--- config.mk ---
export PLATFORM = sky130hd
export DESIGN_NAME = fetch_pc_gen_flat
export DESIGN_NICKNAME = d
export VERILOG_FILES = /design/src/rtl/fetch_pc_gen_if.sv /design/src/rtl/fetch_pc_gen.sv /design/src/flat_wrapper.sv
export SDC_FILE = /design/constraint.sdc
export NUM_CORES = 1
export LEC_CHECK = 0
export ABC_AREA = 1
export CORE_UTILIZATION = 43
export CTS_CLUSTER_DIAMETER = 80
export DETAILED_ROUTE_END_ITERATION = 6
export PLACE_DENSITY_LB_ADDON = 0.1
export SKIP_CTS_REPAIR_TIMING = 1
export SLEW_MARGIN = 20
export SYNTH_ARGS = -nofsm -noshare
export SYNTH_HDL_FRONTEND = slang
export SYNTH_SLANG_ARGS = --single-unit
--- constraint.sdc ---
create_clock -name clk -period 1.7 [get_ports clk]
set_input_delay 0.51 -clock clk [delete_from_list [all_inputs] [get_ports clk]]
set_output_delay 0.51 -clock clk [all_outputs]
set_load 0.005 [all_outputs]
--- src/rtl/fetch_pc_gen_if.sv ---
// Fetch-side bundle between the PC generator, the I-cache/MMU index port,
// the redirect sources and the stage-2 fetch tag consumers.
interface fetch_pc_gen_if;
    logic        stall_i;
    logic        exc_redirect_i;
    logic [31:0] exc_pc_i;
    logic        br_redirect_i;
    logic [31:0] br_pc_i;
    logic        inst_req_o;
    logic        inst_index_ok_i;
    logic [31:0] PCR_VAddr_o;
    logic        fetch_valid_o;
    logic [31:0] fetch_pc_o;
    logic        FCT_hasException_o;
    logic [4:0]  FCT_ExcCode_o;
    logic [31:0] FCT_badVAddr_o;

    modport master (
        input  stall_i, exc_redirect_i, exc_pc_i, br_redirect_i, br_pc_i,
        input  inst_index_ok_i,
        output inst_req_o, PCR_VAddr_o,
        output fetch_valid_o, fetch_pc_o,
        output FCT_hasException_o, FCT_ExcCode_o, FCT_badVAddr_o
    );

    modport slave (
        output stall_i, exc_redirect_i, exc_pc_i, br_redirect_i, br_pc_i,
        output inst_index_ok_i,
        input  inst_req_o, PCR_VAddr_o,
        input  fetch_valid_o, fetch_pc_o,
        input  FCT_hasException_o, FCT_ExcCode_o, FCT_badVAddr_o
    );
endinterface

--- src/rtl/fetch_pc_gen.sv ---
// IF-stage PC generator: issues index requests, picks the next PC from
// exception/branch redirects or the sequential block, tags accepted fetches.
module fetch_pc_gen #(
    parameter logic [31:0] RESET_PC    = 32'hbfc00000,
    parameter int unsigned FETCH_BYTES = 8
) (
    input logic            clk,
    input logic            rst,
    fetch_pc_gen_if.master bus
);

    localparam logic [31:0] FETCH_INC  = 32'(FETCH_BYTES);
    localparam logic [31:0] BLOCK_MASK = ~(FETCH_INC - 32'd1);
    localparam logic [4:0]  EXC_ADEL   = 5'h04;

    typedef enum logic [1:0] {
        RUN  = 2'd0,
        WAIT = 2'd1,
        HALT = 2'd2
    } fetch_state_e;

    fetch_state_e state_q, state_d;
    logic [31:0]  pc_q, pc_d;
    logic         pend_valid_q, pend_valid_d;
    logic [31:0]  pend_pc_q, pend_pc_d;
    logic         pend_exc_q, pend_exc_d;
    logic         fetch_valid_q, fetch_valid_d;
    logic [31:0]  fetch_pc_q, fetch_pc_d;
    logic         has_exc_q, has_exc_d;
    logic [4:0]   exc_code_q, exc_code_d;
    logic [31:0]  bad_vaddr_q, bad_vaddr_d;

    logic         inst_req;
    logic         accept;
    logic         redirect;
    logic         cancel;
    logic         misaligned;
    logic [31:0]  redirect_pc;
    logic [31:0]  seq_pc;

    always_ff @(posedge clk) begin
        if (!rst) begin
            state_q       <= RUN;
            pc_q          <= RESET_PC;
            pend_valid_q  <= 1'b0;
            pend_pc_q     <= 32'd0;
            pend_exc_q    <= 1'b0;
            fetch_valid_q <= 1'b0;
            fetch_pc_q    <= RESET_PC;
            has_exc_q     <= 1'b0;
            exc_code_q    <= 5'd0;
            bad_vaddr_q   <= 32'd0;
        end else begin
            state_q       <= state_d;
            pc_q          <= pc_d;
            pend_valid_q  <= pend_valid_d;
            pend_pc_q     <= pend_pc_d;
            pend_exc_q    <= pend_exc_d;
            fetch_valid_q <= fetch_valid_d;
            fetch_pc_q    <= fetch_pc_d;
            has_exc_q     <= has_exc_d;
            exc_code_q    <= exc_code_d;
            bad_vaddr_q   <= bad_vaddr_d;
        end
    end

    // Gating with rst keeps the request low during reset even before the
    // first reset edge has cleared the state register.
    always_comb begin
        state_d       = state_q;
        pc_d          = pc_q;
        pend_valid_d  = pend_valid_q;
        pend_pc_d     = pend_pc_q;
        pend_exc_d    = pend_exc_q;
        fetch_valid_d = 1'b0;
        fetch_pc_d    = fetch_pc_q;
        has_exc_d     = has_exc_q;
        exc_code_d    = exc_code_q;
        bad_vaddr_d   = bad_vaddr_q;

        inst_req    = rst && ((state_q == WAIT) || ((state_q == RUN) && !bus.stall_i));
        accept      = inst_req && bus.inst_index_ok_i;
        redirect    = bus.exc_redirect_i || bus.br_redirect_i;
        redirect_pc = bus.exc_redirect_i ? bus.exc_pc_i : bus.br_pc_i;
        cancel      = redirect || pend_valid_q;
        misaligned  = (pc_q[1:0] != 2'b00);
        seq_pc      = (pc_q & BLOCK_MASK) + FETCH_INC;

        if (accept) begin
            fetch_valid_d = !cancel;
            fetch_pc_d    = pc_q;
            has_exc_d     = misaligned;
            exc_code_d    = misaligned ? EXC_ADEL : 5'd0;
            bad_vaddr_d   = pc_q;
            pend_valid_d  = 1'b0;
            if (redirect) begin
                pc_d = redirect_pc;
            end else if (pend_valid_q) begin
                pc_d = pend_pc_q;
            end else begin
                pc_d = seq_pc;
            end
            state_d = (misaligned && !cancel) ? HALT : RUN;
        end else if (state_q == WAIT) begin
            // Address must hold while outstanding; a pending exception is
            // never displaced by a later branch.
            if (bus.exc_redirect_i) begin
                pend_valid_d = 1'b1;
                pend_pc_d    = bus.exc_pc_i;
                pend_exc_d   = 1'b1;
            end else if (bus.br_redirect_i && !(pend_valid_q && pend_exc_q)) begin
                pend_valid_d = 1'b1;
                pend_pc_d    = bus.br_pc_i;
                pend_exc_d   = 1'b0;
            end
        end else if (redirect) begin
            pc_d    = redirect_pc;
            state_d = RUN;
        end else if (inst_req) begin
            state_d = WAIT;
        end
    end

    assign bus.inst_req_o         = inst_req;
    assign bus.PCR_VAddr_o        = pc_q;
    assign bus.fetch_valid_o      = fetch_valid_q;
    assign bus.fetch_pc_o         = fetch_pc_q;
    assign bus.FCT_hasException_o = has_exc_q;
    assign bus.FCT_ExcCode_o      = exc_code_q;
    assign bus.FCT_badVAddr_o     = bad_vaddr_q;

endmodule
--- src/flat_wrapper.sv ---
// flat-port wrapper written by rule: the top's interface ports become plain ports
module fetch_pc_gen_flat 
#(
    parameter logic [31:0] RESET_PC    = 32'hbfc00000,
    parameter int unsigned FETCH_BYTES = 8
)
  (clk, rst, bus_stall_i, bus_exc_redirect_i, bus_exc_pc_i, bus_br_redirect_i, bus_br_pc_i, bus_inst_index_ok_i, bus_inst_req_o, bus_PCR_VAddr_o, bus_fetch_valid_o, bus_fetch_pc_o, bus_FCT_hasException_o, bus_FCT_ExcCode_o, bus_FCT_badVAddr_o);
  fetch_pc_gen_if bus_i ();
  input logic clk;
  input logic rst;
  input wire logic [$bits(bus_i.stall_i)-1:0] bus_stall_i;
  input wire logic [$bits(bus_i.exc_redirect_i)-1:0] bus_exc_redirect_i;
  input wire logic [$bits(bus_i.exc_pc_i)-1:0] bus_exc_pc_i;
  input wire logic [$bits(bus_i.br_redirect_i)-1:0] bus_br_redirect_i;
  input wire logic [$bits(bus_i.br_pc_i)-1:0] bus_br_pc_i;
  input wire logic [$bits(bus_i.inst_index_ok_i)-1:0] bus_inst_index_ok_i;
  output wire logic [$bits(bus_i.inst_req_o)-1:0] bus_inst_req_o;
  output wire logic [$bits(bus_i.PCR_VAddr_o)-1:0] bus_PCR_VAddr_o;
  output wire logic [$bits(bus_i.fetch_valid_o)-1:0] bus_fetch_valid_o;
  output wire logic [$bits(bus_i.fetch_pc_o)-1:0] bus_fetch_pc_o;
  output wire logic [$bits(bus_i.FCT_hasException_o)-1:0] bus_FCT_hasException_o;
  output wire logic [$bits(bus_i.FCT_ExcCode_o)-1:0] bus_FCT_ExcCode_o;
  output wire logic [$bits(bus_i.FCT_badVAddr_o)-1:0] bus_FCT_badVAddr_o;
  assign bus_i.stall_i = bus_stall_i;
  assign bus_i.exc_redirect_i = bus_exc_redirect_i;
  assign bus_i.exc_pc_i = bus_exc_pc_i;
  assign bus_i.br_redirect_i = bus_br_redirect_i;
  assign bus_i.br_pc_i = bus_br_pc_i;
  assign bus_i.inst_index_ok_i = bus_inst_index_ok_i;
  assign bus_inst_req_o = bus_i.inst_req_o;
  assign bus_PCR_VAddr_o = bus_i.PCR_VAddr_o;
  assign bus_fetch_valid_o = bus_i.fetch_valid_o;
  assign bus_fetch_pc_o = bus_i.fetch_pc_o;
  assign bus_FCT_hasException_o = bus_i.FCT_hasException_o;
  assign bus_FCT_ExcCode_o = bus_i.FCT_ExcCode_o;
  assign bus_FCT_badVAddr_o = bus_i.FCT_badVAddr_o;
  fetch_pc_gen #(.RESET_PC(RESET_PC), .FETCH_BYTES(FETCH_BYTES)) u_core (.clk(clk), .rst(rst), .bus(bus_i));
endmodule
==> Yosys cells after proc, flatten, opt, wreduce, memory -nomap -nowiden <==
Cells that the tools add are included.
{ "totals": {"regBits": 139, "inputBits": 70, "output_inout_bits": 104, "wordCells": 56} }
{ "op_classes": {"addsub": 1, "eq_ne": 2, "n_mux": 18, "bitwise": 2, "reduce_logical": 23} }
{ "op_table": {"columns": ["operator", "count"], "rows": [
  ["32-bit two-way mux", 8],
  ["32-bit by 4-bit adder with 32-bit output, second input constant", 1],
  ["2-bit two-way mux", 5],
  ["2-bit AND reduction", 4],
  ["1-bit logical AND", 6],
  ["2-bit nonzero test", 3],
  ["1-bit two-way mux", 4],
  ["1-bit zero test", 3],
  ["1-bit logical OR", 3],
  ["3-bit two-way mux", 1],
  ["3-bit AND reduction", 1],
  ["3-bit nonzero test", 1],
  ["2-bit by 1-bit == test with 1-bit output, second input constant", 1],
  ["2-bit zero test", 1],
  ["2-bit by 1-bit != test with 1-bit output, second input constant", 1],
  ["1-bit inverter", 2],
  ["2-bit OR reduction", 1]
]} }

==> Longest topological paths before layout <==
{ "logic_depth": {"word_depth": 8, "mapped_depth": 12, "ltp_nobuf": 12} }

==> Least setup slack after synthesis <==
OpenSTA, ideal clock, no wires.
{ "synth_timing": {"kind": "input -> register", "startpoint": "input bus_exc_redirect_i", "endpoint": "register u_core.pc_q[1], in the netlist u_core.bus.PCR_VAddr_o[1]", "setup_time_ps": 121, "arrival_ps": 1522, "t_required_ps": 1579, "setup_slack_ps": 56, "cell_stages": 6, "n_path_buf": 2, "path_cell_list": "buf_2 -> buf_1 -> mux2i_1 -> nand2_1 -> nand3_1 -> o21ai_0"} }
{ "synth_between": {"elab_chain_cells": 4, "elab_cells_between_ends": 8, "cone_classes": "5 x mux; 3 x reduce/logical"} }
{ "synth_lines": {"columns": ["item", "line", "rtl"], "rows": [
  ["from (decl)", "flat_wrapper.sv:12", "input wire logic [$bits(bus_i.exc_redirect_i)-1:0] bus_exc_redirect_i;"],
  ["32-bit two-way mux", "fetch_pc_gen.sv:84", "redirect_pc = bus.exc_redirect_i ? bus.exc_pc_i : bus.br_pc_i;"],
  ["32-bit two-way mux", "fetch_pc_gen.sv:116", "end else if (redirect) begin"],
  ["32-bit two-way mux", "fetch_pc_gen.sv:104", "end else if (state_q == WAIT) begin"],
  ["32-bit two-way mux", "fetch_pc_gen.sv:89", "if (accept) begin"],
  ["to (signal assigned)", "fetch_pc_gen.sv:55", "pc_q <= pc_d;"],
  ["to (decl)", "fetch_pc_gen.sv:23", "logic [31:0] pc_q, pc_d;"]
]} }
Parallel ways exist; a longest one is shown, timed or not. The select of a mux whose other input is x is not followed.
A chain may end at the register's enable or synchronous reset.

==> Worst setup path after layout <==
{ "layout_timing": {"startpoint": "register u_core.state_q[0]", "endpoint": "output bus_inst_req_o"} }
{ "layout_between": {"elab_chain_cells": 4, "elab_cells_between_ends": 5, "cone_classes": "1 x eq/ne; 4 x reduce/logical"} }
{ "layout_lines": {"columns": ["item", "line", "rtl"], "rows": [
  ["from (decl)", "fetch_pc_gen.sv:22", "fetch_state_e state_q, state_d;"],
  ["from (signal assigned)", "fetch_pc_gen.sv:54", "state_q <= state_d;"],
  ["2-bit zero test", "fetch_pc_gen.sv:81", "inst_req = rst && ((state_q == WAIT) || ((state_q == RUN) && !bus.stall_i));"],
  ["1-bit logical AND", "fetch_pc_gen.sv:81", null],
  ["1-bit logical OR *", "fetch_pc_gen.sv:81", null],
  ["1-bit logical AND *", "fetch_pc_gen.sv:81", null],
  ["to (decl)", "flat_wrapper.sv:17", "output wire logic [$bits(bus_i.inst_req_o)-1:0] bus_inst_req_o;"]
]} }
Every way passes the cells marked *; elsewhere a longest branch is shown, timed or not.

==> results.md <==
- Outcome: finished with violations
- Violations in the final reports: design-rule violations
- Multi-input logic area: roughly 3000 um^2
- Hpwl dp: around 13000 um
- Synth Area in Simple Gates: 0.337
- CTS tree: yes
- Longest Clk Path Bufs: 2
- # rows: 42
- GR peak layer: met1
- GR Util met3: 0.0349
- CP max FO: 3
- Final cycle utilization of the critical path: 0.957
- Worst Hold Class: flip-flop to flip-flop
- Pre-antenna DRT Iters: 7
- DRT iter0 DRCs: roughly 530
- Diodes inserted: 0
- Final wirelength: approximately 19000 um
- Critical Path RT: ~1.2 ns
- Setup-failing EPs final: 0
- Area Overhead vs Synth: 52.2%
- Startpoint types: flip-flop
- Worst Tran Pin Value: approximately 0.57 ns
- Setup TNS: 0 ns
- Synth Cell Area: between 5000 and 6000 um^2
- Register bit total from synthesis: about 110
- Post-synthesis adder-cell area fraction: 0.00216
- Met2 Usage GRT: 0.364
- Vias in the first global route: 5487
- Hold Violations, Final: 0
- Power per Cell Area: approximately 800 nW/um^2
- Reg2reg setup slack: 0.08 ns
- Synth Warn #: 0
- Share of cells above drive strength 1: 0.168
- Crit path capture type: output pin
- Clock transition at path regs: roughly 0.08 ns
- Vias per cell: 4.99
- Worst EP arrival: around 1.1 ns
- Filler Cells Inserted: 1167
- Pleak: approximately 0.0052 uW
- Die footprint: between 10000 and 15000 um^2
- Hold Path Depth: 2
- Worst-case vdd ir drop: ~0.0005 V
- Total GRT Usage: 0.251
- Vias: ~6400
- Die height: ~120 um
- Largest net degree at the start of global routing: 58
- Met1 usage: 0.378
- Max_slew headroom: 0.618
- Sequential cell area: between 2000 and 2500 um^2
- Yosys cell types: 26
- Global-route wire length before repair: 28000 um
- Remaining Overflow, GRT: 0
- Fin Clk Skew: 0.00648 ns
- Initial antenna violation count: 0
- Max_cap viols: 0
- Core ar.: about 13000 um^2
- RePlAce Congestion: just under 0.9
- CTS Root Cell: clkbuf_16
- NumNets Final: between 1000 and 1500
- Compound-gate portion of the synthesized area: 0.137
- Minimum clock period: approximately 1.6 ns
- Crit Path Class: flip-flop to output pin
- WL per Instance: between 10 and 15 um
- Htree depth: 3
- Clk_lat worst skew: 0.36 ns
- Syn Area/Cell: 6.34 um^2
- XOR/XNOR share of the synthesized area: 0.00605
- Total CTS buffers: 9
- Main combinational cell family by area after synthesis: simple AND/OR/NAND/NOR gates
- IO Port Bufs: between 150 and 200
- Worst Hold Slack: ~0.45 ns
- Post-synthesis sequential area ratio: 0.384
- Num ports: 174
- Initial core utilization: 0.439
- Clock Sinks: 111
- Mux contribution to synthesized area: 0.0156
- DIE WIDTH: between 100 and 150 um
- Fmax: 615 MHz
- Fin. max-slew vios: 0
- R2R depth: 10
- Detail Route Antenna Nets: 0
- Post-Syn Instances: 913
- DRC Markers: 1
[where the power goes]
part	internal [uW]	switching [uW]
clock network	1490	1010
logic	733	728
registers	2800	167
total	5030	1900
[layout make-up]
type                       instances  area share
clock buffer                      10      0.0271
timing repair inverter             1    0.000852
sequential                       111       0.267
multi-input combinational        656       0.338
clock inverter                     6      0.0132
tap                              176      0.0250
timing repair buffer             240       0.298
inverter                          74      0.0319
[cell usage after synthesis, drive strengths merged]
master,count,area share
a211oi,10,0.013
a21oi,54,0.047
a311oi,5,0.0076
a31oi,5,0.0054
buf,50,0.054
clkbuf,25,0.016
conb,1,0.00065
dfxtp,111,0.38
ha,1,0.0022
inv,74,0.048
mux2i,9,0.016
nand2,344,0.22
nand3,72,0.062
nand4,1,0.0011
nor2,74,0.049
o211ai,2,0.0026
o21ai,68,0.059
o22ai,3,0.0032
xnor2,2,0.0030
xor2,2,0.0030
[stage by stage]
stage	power (uW)	instance area (um^2)	instances	utilization	setup WS (ns)
2_1_floorplan	3630	5800	916	-	0.0564
3_5_place_dp	4370	7680	1233	0.582	-0.484
5_1_grt	7230	8810	1274	0.668	-0.0285
4_1_cts	6840	8040	1249	0.609	-0.440
6_report	6930	8810	1274	0.668	0.0731
3_3_place_gp	4360	7680	1233	0.582	-0.459
[placed cells by master, fill, tap and decap left out, types with 48 or more instances in the layout]
cell             synthesis  layout
nor2_1                  71      63
dfxtp_1                111      48
a21oi_1                 54      52
inv_1                   67      65
buf_4                   28      53
nand3_1                 72      72
nand2_1                343     336
clkdlybuf4s50_1          0      64
o21ai_0                 57      50
dlymetal6s2s_1           0     104
[metal layers]
layer  wire (um)  up-vias
met4         282        0
li1            -     3237
met3        1240       22
met2        8020      290
met5           0        -
met1        9130     2812
[registers in the layout, summed over array words and instances, names as in the netlist]
| name | cells |
|---|---|
| u_core.bus.FCT_badVAddr_o | 32 |
| u_core.pend_valid_q | 1 |
| u_core.bus.FCT_ExcCode_o | 1 |
| u_core.bus.PCR_VAddr_o | 32 |
| u_core.bus.fetch_valid_o | 1 |
| u_core.pend_pc_q | 32 |
| u_core.state_q | 2 |
| u_core.bus.fetch_pc_o | 9 |
| u_core.pend_exc_q | 1 |
[cells by family after synthesis]
| family | after synthesis |
|---|---|
| other | 1 |
| flip-flops | 111 |
| AND/OR/NAND/NOR | 491 |
| buffers and inverters | 149 |
| adder cells (fa/ha/maj) | 1 |
| XOR/XNOR | 4 |
| AO/OA/AOI/OAI | 147 |
| multiplexers | 9 |
[worst max-delay path, cell delays in order (launching register included)]
cell            delay [ns]
dfxtp_1               0.30
inv_1                 0.09
nand2_1               0.07
nand2_2               0.09
inv_1                 0.06
dlymetal6s2s_1        0.14
[path summary, 6_finish.rpt]
check	startpoint	to
max reg2reg	u_core.state_q[0]	u_core.pend_pc_q[13]
max	u_core.state_q[0]	bus_inst_req_o
min reg2reg	u_core.bus.fetch_pc_o[27]	u_core.bus.fetch_pc_o[27]
min	u_core.bus.fetch_pc_o[27]	u_core.bus.fetch_pc_o[27]
Power figures use the tool's default switching activity.
